===== src/rtl/dff_pipe.sv =====
// Elastic WIDTH x STAGES register pipeline with valid/ready handshakes, flush and Q/QN outputs.
// Define DFF_PIPE_OCC_EN to add the registered occupancy output OCC.
module dff_pipe #(
  parameter int unsigned WIDTH  = 8,
  parameter int unsigned STAGES = 3
) (
  input  logic             CLK,
  input  logic             RST,
  input  logic             FLUSH,
  input  logic             IN_VALID,
  output logic             IN_READY,
  input  logic [WIDTH-1:0] D,
  output logic             OUT_VALID,
  input  logic             OUT_READY,
  output logic [WIDTH-1:0] Q,
  output logic [WIDTH-1:0] QN
`ifdef DFF_PIPE_OCC_EN
  ,
  output logic [$clog2(STAGES+1)-1:0] OCC
`endif
);

  logic [STAGES-1:0]            valid_q, valid_d, adv;
  logic [STAGES-1:0][WIDTH-1:0] data_q;
  logic                         slot;
  logic                         accept;

  // Walk from the output side; slot says whether the stage ahead frees up this cycle,
  // which lets free slots ripple back and collapse bubbles.
  always_comb begin
    adv  = '0;
    slot = OUT_READY;
    for (int i = int'(STAGES) - 1; i >= 0; i--) begin
      adv[i] = valid_q[i] & slot;
      slot   = slot | ~valid_q[i];
    end
  end

  assign IN_READY = ~FLUSH & (~valid_q[0] | adv[0]);
  assign accept   = IN_VALID & IN_READY;

  always_comb begin
    valid_d    = '0;
    valid_d[0] = accept | (valid_q[0] & ~adv[0]);
    for (int i = 1; i < int'(STAGES); i++) begin
      valid_d[i] = adv[i-1] | (valid_q[i] & ~adv[i]);
    end
  end

  always_ff @(posedge CLK) begin
    if (RST) begin
      valid_q <= '0;
      data_q  <= '0;
    end else if (FLUSH) begin
      valid_q <= '0;
    end else begin
      valid_q <= valid_d;
      if (accept) begin
        data_q[0] <= D;
      end
      for (int i = 1; i < int'(STAGES); i++) begin
        if (adv[i-1]) begin
          data_q[i] <= data_q[i-1];
        end
      end
    end
  end

  assign OUT_VALID = valid_q[STAGES-1];
  assign Q         = data_q[STAGES-1];
  assign QN        = ~data_q[STAGES-1];

`ifdef DFF_PIPE_OCC_EN
  localparam int unsigned OccW = $clog2(STAGES + 1);

  logic [OccW-1:0] occ_q;

  always_ff @(posedge CLK) begin
    if (RST || FLUSH) begin
      occ_q <= '0;
    end else begin
      occ_q <= occ_q + OccW'(accept) - OccW'(adv[STAGES-1]);
    end
  end

  assign OCC = occ_q;
`endif

endmodule


===== config.mk =====
export PLATFORM = sky130hd
export DESIGN_NAME = dff_pipe
export DESIGN_NICKNAME = d
export VERILOG_FILES = /design/src/rtl/dff_pipe.sv
export SDC_FILE = /design/constraint.sdc
export NUM_CORES = 1
export LEC_CHECK = 0
export BUFFER_PORTS_ARGS = -buffer_cell sky130_fd_sc_hd__buf_2
export CAP_MARGIN = 20
export CORE_MARGIN = 2
export CORE_UTILIZATION = 46
export CTS_CLUSTER_DIAMETER = 200
export DETAILED_ROUTE_END_ITERATION = 16
export GPL_TIMING_DRIVEN = 0
export PLACE_DENSITY = 0.79
export SLEW_MARGIN = 20
export SYNTH_ARGS = -nofsm -noshare
export SYNTH_HDL_FRONTEND = slang
export SYNTH_SLANG_ARGS = --single-unit

===== constraint.sdc =====
create_clock -name CLK -period 1.75 [get_ports CLK]
set_input_delay 0.35 -clock CLK [delete_from_list [all_inputs] [get_ports CLK]]
set_output_delay 0.35 -clock CLK [all_outputs]
set_load 0.01 [all_outputs]

==> flow_summary_export.csv <==
group,metric,value,unit
run_status,status,"completed",
worst_setup_path,cp-startpoint,"valid_q[2]",
worst_setup_path,path_class,"flop to output pin",
min_path,min-delay-path-class,"primary input to flop",
power_and_ir_drop,ir_worst_vdd,583,uV
global_route,grt_pass1_vias,901,
worst_setup_path,crit_path_end_kind,"output pin",
route,via_count,905,
finish,final_nets,179,
worst_setup_path,r2r_slack,0.23,ns
clock_tree,cts_tree,"built",
timing,whs,0.261,ns
place,dp_hpwl,1.66,mm
logic_synthesis,synth_top_area_share,44.6,%
floorplan,pin_count,31,
timing,period_share,92.9,%
worst_setup_path,path_depth,4,
logic_synthesis,synth_commonest_cells,"dfxtp_1, nand2b_1, mux2i_1",
finish,multi_input_area,536,um^2
worst_setup_path,critPathArrivalTime,1.28,ns
clock_tree,clk_latency,0.32,ns
clock_tree,clkSlewWorstSetupHoldPaths,0.15,ns
logic_synthesis,yosys-top-cells-area,"dfxtp_1, mux2i_1, nand2b_1",
logic_synthesis,synth_cells,131,
worst_setup_path,crit_family,"flip-flops",
timing,final_hold_viol_count,0,
global_route,grt_pass1_wl,3.80,mm
floorplan,die_y,55.3,um
route,detail-route-antenna-nets,0,
logic_synthesis,synth_nets,144,
global_route,track_usage,15.2,%
clock_tree,ctsHoldBuffers,0,
place,port_buffers,29,
clock_tree,clock_sinks,27,
floorplan,start_util,48.9,%
logic_synthesis,yosysMostFrequentCell,"dfxtp_1",
logic_synthesis,synth_warnings,0,
clock_tree,cts_buffer_depth,2,
logic_synthesis,ys_types,18,
timing,tightestPinTransition,0.631,ns
global_route,antenna_found_initial,0,
timing,fmax,615,MHz
place,gp_congestion,0.788,
timing,grt_setup_unrepaired,"no",
global_route,grt_max_degree,17,
worst_setup_path,reg2reg_to,"data_q[3]",
route,wl,2.09,mm
finish,fillers,243,
power_and_ir_drop,cellLeakagePower,0.606,nW
route,wire_per_inst,10.7,um
floorplan,rows,18,
floorplan,die_area,0.00306,mm^2
timing,skew,0.00912,ns
clock_tree,numCtsBuffers,3,
worst_setup_path,critPathLaunchType,"flop",
worst_setup_path,crit_end,"IN_READY",
worst_setup_path,timing.reg2reg.worst_path_depth,4,
logic_synthesis,async_flop_share,0,%
timing,final_max_slew_viol_count,0,
logic_synthesis,yosysSeqAreaShare,44.6,%
route,drc_errors,0,
logic_synthesis,synth.largest_area_cell,"dfxtp_1",
floorplan,die_w,55.3,um
logic_synthesis,synth_ff_type,"dfxtp_1",
clock_tree,htreeDepth,1,
timing,tns,0,ns
finish,drive_gt1_share,28.5,%
finish,area_growth_syn_to_layout,18.4,%
global_route,grt-ovfl-total,0,
route,drt_first_pass_iters,4,
worst_setup_path,crit_required,1.40,ns
worst_setup_path,cpPeakStageDelay,0.36,ns
route,routed_via_density,4.64,
finish,diodes,0,
worst_setup_path,slowest_stage,"dfxtp_1",
floorplan,design.core.area,0.00248,mm^2
worst_setup_path,critPathBufInv,2,
worst_setup_path,path_cells,"nor2b_4 -> clkbuf_4 -> a31oi_1 -> buf_2",
timing,min_period,1.63,ns
timing,relSlewSlack,57.9,%
finish,regArea,541,um^2
worst_setup_path,regToRegStartpoint,"valid_q[2]",
timing,setup_viol,0,
logic_synthesis,synth-seq-cells,27,
power_and_ir_drop,powerDensity,683,mW/mm^2
logic_synthesis,synth-edff-count,0,
worst_setup_path,critPathMaxFanout,10,
route,drtIter0Drc,16,
logic_synthesis,synthesis.area,0.00121,mm^2
job,maxCapViolCount,0,
logic_synthesis,syn_avg_cell_area,9.25,um^2
clock_tree,clock-root-buffer,"clkbuf_4",
metal layers:
layer | global-route usage (%) | up-vias | routed length, um
li1 | - | 490 | -
met1 | 19.9 | 388 | 965
met2 | 25.7 | 25 | 1020
met3 | 2.11 | 2 | 94
met4 | 5.23 | 0 | 10
met5 | 0 | - | 0
placed cells by master, fill, tap and decap left out, types with 4 or more instances in the layout:
| master | netlist | routed |
|---|---|---|
| a21oi_1 | 9 | 9 |
| buf_2 | 3 | 31 |
| buf_4 | 8 | 9 |
| clkbuf_1 | 6 | 6 |
| clkbuf_4 | 0 | 4 |
| dfxtp_1 | 27 | 27 |
| inv_1 | 10 | 10 |
| mux2i_1 | 16 | 16 |
| nand2b_1 | 25 | 25 |
| nand3_1 | 8 | 8 |
| o21ai_0 | 8 | 8 |
cells by family (layout without fill, tap and decap cells):
group / count (synthesis) / in the layout / share of synthesized area, %
compound gates: 21 / 21 / 11.0
buf+inv: 27 / 61 / 11.2
flops: 27 / 27 / 44.6
mux: 16 / 16 / 13.2
simple gates: 40 / 40 / 20.0
stage by stage:
| stage | worst slack (ns) | std cells | power (mW) | utilization, % | area [um^2] |
|---|---|---|---|---|---|
| final | 0.124 | 195 | 0.979 | 57.9 | 1430 |
| after global routing | 0.0196 | 195 | 1.02 | 57.9 | 1430 |
| after CTS | 0.0120 | 194 | 0.991 | 57.5 | 1420 |
| after detailed placement | 0.274 | 190 | 0.721 | 56.3 | 1390 |
| after global placement | 0.300 | 190 | 0.718 | 56.3 | 1390 |
| after floorplan | 0.457 | 131 | 0.695 | - | 1210 |
worst min-delay path by stage:
| stage | from | to | slack (ns) | cells past startpoint |
|---|---|---|---|---|
| CTS | D[4] | data_q[4] | 0.26 | 3 |
| global route | D[0] | data_q[0] | 0.27 | 3 |
| global placement | data_q[11] | Q[3] | 0.46 | 2 |
| detailed placement | data_q[14] | Q[6] | 0.47 | 2 |
| floorplan | data_q[8] | Q[0] | 0.44 | 2 |
| finish | D[4] | data_q[4] | 0.26 | 3 |
state kept, by name, summed over array words and instances (netlist names):
signal	flops
data_q	16
Q	8
valid_q	3
cell type report:
class                      count  share of cell area [%]
multi-input combinational     77                    37.3
clock buffer                   3                    1.57
tap                           30                    2.62
clock inverter                 1                   0.524
inverter                      10                    2.62
buffer                        17                    6.98
sequential                    27                    37.7
timing repair buffer          30                    10.6
worst min-delay path, stage by stage:
cell and delay (ns):
buf_2 0.09, nand2b_1 0.05, mux2i_1 0.06
repair_timing:
| item | CTS | global route |
|---|---|---|
| endpoints found under the setup margin | 0 | 1 |
| resized for setup | 0 | 1 |
| buffers inserted | 0 | 1 |
power by group:
group	total, mW	switching, mW	leakage [nW]	internal, mW
Sequential	0.632	0.00508	0.219	0.627
Combinational	0.0746	0.0371	0.373	0.0376
Clock	0.272	0.185	0.0139	0.0873
(Power assumes the default switching activity.)
